===== config.mk =====
export PLATFORM = sky130hd
export DESIGN_NAME = mem_arb2
export DESIGN_NICKNAME = d
export VERILOG_FILES = /design/src/rtl/mem_arb2.sv
export SDC_FILE = /design/constraint.sdc
export NUM_CORES = 1
export LEC_CHECK = 0
export CELL_PAD_IN_SITES_DETAIL_PLACEMENT = 0
export CELL_PAD_IN_SITES_GLOBAL_PLACEMENT = 1
export CORE_MARGIN = 8
export CORE_UTILIZATION = 32
export CTS_CLUSTER_SIZE = 12
export DETAILED_ROUTE_END_ITERATION = 7
export MAX_ROUTING_LAYER = met4
export PLACE_DENSITY_LB_ADDON = 0.1
export SLEW_MARGIN = 20
export SYNTH_ARGS = -nofsm -noshare
export SYNTH_HDL_FRONTEND = slang
export SYNTH_SLANG_ARGS = --single-unit
export TNS_END_PERCENT = 5

===== constraint.sdc =====
create_clock -name clk -period 5.7 [get_ports clk]
set_input_delay 0.57 -clock clk [delete_from_list [all_inputs] [get_ports clk]]
set_output_delay 0.57 -clock clk [all_outputs]
set_load 0.02 [all_outputs]

===== src/rtl/mem_arb2.sv =====
// mem_arb2 -- two-port round-robin arbiter in front of the single-port
// fabric memory handshake (req_rd/req_wr pulse, data_rdy low then high).
// Each requester holds a level rd/wr request and gets a one-cycle ack,
// with read data for reads. All outputs are registered.
// Optional watchdog: define MEM_ARB_TIMEOUT_EN to bound a hung memory
// cycle at TIMEOUT_CYC cycles; otherwise rq_err is tied low.

module mem_arb2 #(
    parameter int TIMEOUT_CYC = 255
) (
    input  logic        clk,
    input  logic        arst,
    input  logic [1:0]  rq_rd,
    input  logic [1:0]  rq_wr,
    input  logic [31:0] rq_addr0,
    input  logic [31:0] rq_addr1,
    input  logic [31:0] rq_wdata0,
    input  logic [31:0] rq_wdata1,
    output logic [1:0]  rq_ack,
    output logic [31:0] rq_rdata,
    output logic        rq_err,
    output logic        mem_req_rd,
    output logic        mem_req_wr,
    output logic [31:0] mem_addr_rd,
    output logic [31:0] mem_addr_wr,
    output logic [31:0] mem_data_wr,
    input  logic [31:0] mem_data_rd,
    input  logic        mem_data_rdy
);

    typedef enum logic [2:0] {
        S_IDLE,
        S_ISSUE,
        S_WAIT_LO,
        S_WAIT_HI,
        S_DONE
    } state_t;

    state_t      state_q, state_d;
    logic        winner_q, winner_d;        // requester owning the current transaction
    logic        op_wr_q, op_wr_d;          // 1 = write, 0 = read
    logic        last_grant_q, last_grant_d;
    logic [1:0]  ack_q, ack_d;
    logic [31:0] rdata_q, rdata_d;
    logic        req_rd_q, req_rd_d;
    logic        req_wr_q, req_wr_d;
    logic [31:0] addr_rd_q, addr_rd_d;
    logic [31:0] addr_wr_q, addr_wr_d;
    logic [31:0] wdata_q, wdata_d;

`ifdef MEM_ARB_TIMEOUT_EN
    localparam logic [7:0] TO_LAST = 8'(TIMEOUT_CYC - 1);
    logic [7:0] wdog_q, wdog_d;             // cycles elapsed since the ISSUE cycle
    logic       err_q, err_d;
`else
    // Keeps the parameter referenced when the watchdog is compiled out.
    logic unused_timeout_cfg;
    assign unused_timeout_cfg = ^TIMEOUT_CYC;
`endif

    // Requester selection: a lone requester wins; on a tie the one not served last wins.
    logic [1:0]  pending;
    logic        pick;
    logic        pick_rd;
    logic [31:0] pick_addr;
    logic [31:0] pick_wdata;

    assign pending    = rq_rd | rq_wr;
    assign pick       = (pending == 2'b11) ? ~last_grant_q : pending[1];
    assign pick_rd    = rq_rd[pick];        // read has priority when rd and wr are both held
    assign pick_addr  = pick ? rq_addr1  : rq_addr0;
    assign pick_wdata = pick ? rq_wdata1 : rq_wdata0;

    // Next-state and registered-output logic for the handshake sequencer.
    always_comb begin
        // NOTE: every variable gets a default first so no path through the case infers a latch.
        state_d      = state_q;
        winner_d     = winner_q;
        op_wr_d      = op_wr_q;
        last_grant_d = last_grant_q;
        ack_d        = 2'b00;
        rdata_d      = rdata_q;
        req_rd_d     = 1'b0;
        req_wr_d     = 1'b0;
        addr_rd_d    = addr_rd_q;
        addr_wr_d    = addr_wr_q;
        wdata_d      = wdata_q;
`ifdef MEM_ARB_TIMEOUT_EN
        wdog_d       = wdog_q;
        err_d        = 1'b0;
`endif

        case (state_q)
            S_IDLE: begin
                // Only issue onto an idle memory; this also absorbs a cycle abandoned by reset.
                if (mem_data_rdy && (pending != 2'b00)) begin
                    winner_d = pick;
                    op_wr_d  = ~pick_rd;
                    if (pick_rd) begin
                        req_rd_d  = 1'b1;
                        addr_rd_d = pick_addr;
                    end else begin
                        req_wr_d  = 1'b1;
                        addr_wr_d = pick_addr;
                        wdata_d   = pick_wdata;
                    end
`ifdef MEM_ARB_TIMEOUT_EN
                    wdog_d = 8'd0;
`endif
                    state_d = S_ISSUE;
                end
            end

            S_ISSUE: begin
                state_d = S_WAIT_LO;
            end

            S_WAIT_LO: begin
                if (!mem_data_rdy) begin
                    state_d = S_WAIT_HI;
                end
            end

            S_WAIT_HI: begin
                if (mem_data_rdy) begin
                    if (!op_wr_q) begin
                        rdata_d = mem_data_rd;
                    end
                    last_grant_d = winner_q;
                    ack_d        = winner_q ? 2'b10 : 2'b01;
                    state_d      = S_DONE;
                end
            end

            S_DONE: begin
                // Requests are deliberately not sampled here.
                state_d = S_IDLE;
            end

            default: begin
                state_d = S_IDLE;
            end
        endcase

`ifdef MEM_ARB_TIMEOUT_EN
        // Watchdog: a normal completion in the same cycle takes precedence.
        if (state_q == S_ISSUE || state_q == S_WAIT_LO || state_q == S_WAIT_HI) begin
            wdog_d = wdog_q + 8'd1;
        end
        if ((state_q == S_WAIT_LO || state_q == S_WAIT_HI) &&
            (state_d != S_DONE) && (wdog_q == TO_LAST)) begin
            rdata_d      = 32'd0;
            last_grant_d = winner_q;
            ack_d        = winner_q ? 2'b10 : 2'b01;
            err_d        = 1'b1;
            state_d      = S_DONE;
        end
`endif
    end

    // State and output registers; reset abandons any in-flight memory cycle.
    always_ff @(posedge clk or posedge arst) begin
        if (arst) begin
            state_q      <= S_IDLE;
            winner_q     <= 1'b0;
            op_wr_q      <= 1'b0;
            last_grant_q <= 1'b1;
            ack_q        <= 2'b00;
            rdata_q      <= 32'd0;
            req_rd_q     <= 1'b0;
            req_wr_q     <= 1'b0;
            addr_rd_q    <= 32'd0;
            addr_wr_q    <= 32'd0;
            wdata_q      <= 32'd0;
`ifdef MEM_ARB_TIMEOUT_EN
            wdog_q       <= 8'd0;
            err_q        <= 1'b0;
`endif
        end else begin
            // NOTE: non-blocking assignments so every register updates from pre-edge values.
            state_q      <= state_d;
            winner_q     <= winner_d;
            op_wr_q      <= op_wr_d;
            last_grant_q <= last_grant_d;
            ack_q        <= ack_d;
            rdata_q      <= rdata_d;
            req_rd_q     <= req_rd_d;
            req_wr_q     <= req_wr_d;
            addr_rd_q    <= addr_rd_d;
            addr_wr_q    <= addr_wr_d;
            wdata_q      <= wdata_d;
`ifdef MEM_ARB_TIMEOUT_EN
            wdog_q       <= wdog_d;
            err_q        <= err_d;
`endif
        end
    end

    assign rq_ack      = ack_q;
    assign rq_rdata    = rdata_q;
    assign mem_req_rd  = req_rd_q;
    assign mem_req_wr  = req_wr_q;
    assign mem_addr_rd = addr_rd_q;
    assign mem_addr_wr = addr_wr_q;
    assign mem_data_wr = wdata_q;
`ifdef MEM_ARB_TIMEOUT_EN
    assign rq_err      = err_q;
`else
    assign rq_err      = 1'b0;
`endif

endmodule


After elaboration in Yosys (flattened, before gate mapping)
Cells that the tools add are included.
Operators by class
  magnitude comparators: 1
  equal/unequal tests: 7
  muxes and demuxes: 18
  bitwise logic cells: 4
  reduce and logical (&&, ||, !) cells: 9
Operators with widths (count)
  $mux 32: 2
  $pmux 3 s4: 1
  $reduce_and 3->1: 4
  $mux 1: 9
  $mux 3: 3
  $eq 3x2->1 const B: 2
  $mux 2: 3
  $ne 2x2->1 const B: 3
  $reduce_and 2->1: 2
  $eq 3x1->1 const B: 1
  $logic_not 3->1: 1
  $not 1->1: 3
  $eq 2x2->1 const B: 1
  $lt 1x2->1 const B: 1
  $or 2x2->2: 1
  $reduce_bool 2->1: 1
  $logic_and 1x1->1: 1
Word-level totals
  register bits: 138

Depth between registers and ports, before layout
  depth after elaboration: 8
  depth in mapped cells: 6

Worst setup path after synthesis
OpenSTA, ideal clock, no wires.
  kind: input-to-reg
  from: input port rq_wr[1]
  to: register wdata_q[0] (netlist: mem_data_wr[0])
  setup time: 125 ps
  data arrival time: 1900 ps
  data required time: 5575 ps
  path slack: 3675 ps
  cell stages on the path: 5
  path buffers: 2
  cells stage by stage: o21ai_0 buf_2 buf_1 mux2_2 mux2_2
On the way
  cells in the longest elaborated chain, start to end: 7
  elaborated cells on any way between the ends: 10
  classes of those cells: eq/ne (1); mux (4); bitwise (2); reduce/logical (3)
RTL lines
  from (decl): RTL line 14  | input logic [1:0] rq_wr,
  $or 2x2->2 *: RTL line 68  | assign pending = rq_rd | rq_wr;
  $eq 2x2->1: RTL line 69  | assign pick = (pending == 2'b11) ? ~last_grant_q : pending[1];
  $mux 1: RTL line 69
  $mux 1 (not written as such) (2 in series): RTL line 70  | assign pick_rd = rq_rd[pick];
  $not 1->1 (no source line)
  $reduce_and 3->1 (no source line)
  to (signal assigned): RTL line 191  | wdata_q <= wdata_d;
  to (decl): RTL line 49  | logic [31:0] wdata_q, wdata_d;
Every way passes the cells marked *; elsewhere a longest branch is shown, timed or not. The select of a mux whose other input is x is not followed.
A chain may end at the register's enable or synchronous reset.

Worst setup path in the final report
  from: input port rq_wr[1]
  to: register addr_rd_q[25] (netlist: mem_addr_rd[25])
On the way
  cells in the longest elaborated chain, start to end: 6
  elaborated cells on any way between the ends: 9
  classes of those cells: eq/ne (1); mux (4); bitwise (1); reduce/logical (3)
RTL lines
  $or 2x2->2 *: RTL line 68
  $eq 2x2->1: RTL line 69
  $mux 1: RTL line 69
  $mux 1 (not written as such) (2 in series): RTL line 70
  $reduce_and 3->1 (no source line)
  to (signal assigned): RTL line 189  | addr_rd_q <= addr_rd_d;
  to (decl): RTL line 47  | logic [31:0] addr_rd_q, addr_rd_d;
Marks and branches as above.

==> impl_results.md <==
* Sequential power share at between 30 and 40%
* Post-synth EDFFs at 0
* Multi-input gate area at 0.002452 mm2
* Fin. Hold Viols at 0
* Fmax at 0.3548 GHz
* Leak pwr at approximately 4.1 nW
* Max IR drop VDD at 0.2624 mV
* Design area at about 0.0099 mm2
* Int Pwr at roughly 0.0036 W
* Worst path slowest cell: o21ai_4
* Avg Vias per Cell at 4.568
* Syn_area_per_cell at roughly 16 um2
* Clock power frac at a little over a fifth
* Global-route wire length before repair at between 20,000 and 30,000 um
* MaxCap Viol Count at 0
* Overall power at 0.005509 W
* Hold_sp: winner_q
* Most frequent cells in the layout: clkdlybuf4s50_1 (298), mux2_2 (165), dfrtp_1 (137)
* CTS tree: built
* Row count at 50
* Max Slew Vio Count at 0
* Post-place setup slack at 2.230 ns
* Outcome: finished, final reports clean
* Placed cell areas at 0.009239 mm2
* WP data required at 5.99 ns
* R2r setup slk at 3.24 ns
* RR Endpoint: mem_addr_rd[25]
* WS Path Type: in2reg
* Sequential fraction of the synthesis area at between 50 and 60%
* Crit path max fanout at 39
* Post-CTS sizing at 0
* Layout Nets at ~850
* Fillcell total at 1,627
* Postcts setup bufs at 0
* Worst Hold Endpoint: rq_ack[0]
* Antenna Nets Post-Route at 0
* Vias at 4,230
* Combinational share of power at 47.7%
* Clock buffer depth at 2
* Cell breakdown of the critical path: clkdlybuf4s50_1 -> o21ai_4 -> buf_4 -> mux2_2 -> mux2_4
* CP peak stage delay at 0.74 ns
* Detailed Route Iter0 Violations at 97
* Psw at 0.001871 W
* Area grow syn2layout at 62.58%
* Warnings, synthesis at 0
* CTS clk-pin slew, worst paths at 0.05 ns
* Ys flop type: dfrtp_1
* FF/Latch Area at 0.003455 mm2
* Worst setup margin at 2.881 ns
* Hold Path Stages at 1
* Vias in the first global route at 4,908
* Core box area at 0.01871 mm2
* Syn Inst Count at 379
* Root buffer cell: clkbuf_16
* Slew @ Worst Pin at 0.8819 ns
* Initial antenna violation count at 1
* Commonest non-fill, non-tap cell in the layout: clkdlybuf4s50_1
* Die height at roughly 150 um
* Post-synth cell types at 27
* Drt drc at 0
* Initial Utilization at 32.54%
* Post-Route WL at 18,030 um
* Die W at 153.9 um
* Synth top area share at 56.33%
* # H-tree levels at 4
* Global route overflow at 0
* Synthesized flop and latch total at 138
* Final setup viols at 0
* # clock sinks at 138
* Gr usage total at around 16%
* R2R depth at 5
* GP Congestion at 0.7301
* Worst setup EP type: flip-flop
* Setup Skew at between 0.009 and 0.01 ns
* Arrival @ worst endpoint at 3.11 ns
* Dpl hpwl at 13,920 um
* Top cells by area, synth: dfrtp_1 (56%), mux2_2 (31%), mux2_4 (6.9%)
* Worst flop-to-flop path startpoint: last_grant_q
* Minimum clock period at 2.819 ns
* Netlist area before placement at slightly above 0.006 mm2
* Total clock buffers created by CTS at 17
* Pre-antenna DRT Iters at 4
* Mapped Nets at 546
* Hold WC Path Type: reg2reg
* Startpoint types: input port
* Sw frac at around a third
* DIE AREA at around 0.024 mm2
* Async SR Flop Fraction at 100.0%
* Pwr Density at approximately 560 mW/mm2
* Clock Latency Late Sink at approximately 0.42 ns
* Fin crit share at between 40% and 50%
* Area leader, netlist: dfrtp_1
* IO Pins at 300
* Non-filler instance count after layout at 926
* Post-route setup TNS at 0 ns
* RSZ-0062 raised after global routing: no
* PortBufs at 298
* Placed Cells at 893
* Hold buffers post-CTS at 0
* WL per Instance at 19.47 um
* Layout cells sized above 1 at between 30% and 40%
* Worst slew margin at 40.98%
* Largest net degree at the start of global routing at 94
==> critical path, delay by kind of cell <==
| kind | cells | cell delay (ns) |
|---|---|---|
| multiplexers | 2 | 0.68 |
| AO/OA/AOI/OAI | 1 | 0.74 |
| buffers and inverters | 2 | 1.06 |
==> state kept, by name (all words and copies together) (netlist names) <==
name          count
mem_addr_wr      32
winner_q          1
mem_data_wr      32
last_grant_q      1
rq_ack            2
mem_req_wr        1
mem_req_rd        1
rq_rdata         32
op_wr_q           1
state_q           3
mem_addr_rd      32
==> Yosys cell counts (2+ instances only) <==
| library cell | count |
|---|---|
| nor3_1 | 3 |
| inv_1 | 3 |
| buf_6 | 6 |
| buf_4 | 2 |
| mux2_4 | 28 |
| a21oi_1 | 2 |
| buf_12 | 3 |
| mux2_2 | 165 |
| buf_2 | 9 |
| nor2_1 | 3 |
| o21ai_0 | 3 |
| dfrtp_1 | 137 |
==> per-stage QoR <==
step / hold slack, ns / utilization, %
6_report: 0.4889 / 52.90
3_3_place_gp: 0.4750 / 49.39
2_1_floorplan: 0.4433 / -
5_1_grt: 0.5159 / 52.90
3_5_place_dp: 0.4799 / 49.39
4_1_cts: 0.4902 / 52.72
==> worst max-delay path by stage <==
stage	cells after the start	endpoint	slack [ns]	startpoint
floorplan	1	mem_addr_rd[0]	1.44	arst
finish	5	mem_addr_rd[25]	2.88	rq_wr[1]
global placement	6	mem_data_wr[15]	2.25	rq_wr[1]
detailed placement	6	mem_data_wr[16]	2.23	rq_wr[1]
global route	5	mem_addr_wr[22]	2.72	rq_wr[1]
CTS	6	mem_data_wr[3]	2.68	rq_wr[1]
==> area by class of cell <==
| type | count | area share [%] |
|---|---|---|
| tap | 234 | 2.959 |
| multi-input combinational | 216 | 24.79 |
| sequential | 138 | 34.91 |
| clock buffer | 18 | 4.337 |
| inverter | 3 | 0.1644 |
| antenna | 1 | 0.02529 |
| clock inverter | 13 | 1.960 |
| timing repair buffer | 303 | 30.85 |
==> kinds of logic (layout without fill, tap and decap cells) <==
kind of cell | after synthesis | in the layout | share of synthesized area, %
other cells | 1 | 2 | 0.06162
mux | 193 | 193 | 37.44
buf+inv | 25 | 337 | 3.392
flops | 138 | 138 | 56.76
compound gates | 8 | 8 | 0.9663
simple gates | 14 | 14 | 1.377
==> power groups by stage <==
| stage | Combinational [W] | Clock [W] | Sequential, W |
|---|---|---|---|
| after floorplan | 0.000817 | 0 | 0.00227 |
| after global placement | 0.00264 | 0 | 0.00171 |
| after detailed placement | 0.00267 | 0 | 0.00173 |
| after CTS | 0.00268 | 0.00120 | 0.00172 |
| after global routing | 0.00277 | 0.00123 | 0.00178 |
| final | 0.00263 | 0.00117 | 0.00172 |
==> layer usage <==
metal / part of all wire (%) / vias up / global-route usage, %
met3: 7.3 / 18 / 5.717
met4: 1.6 / 0 / 5.740
met5: 0 / - / -
met2: 52 / 163 / 26.53
li1: - / 1964 / -
met1: 39 / 2085 / 16.42
No activity file was read; power rests on OpenSTA's default activity.
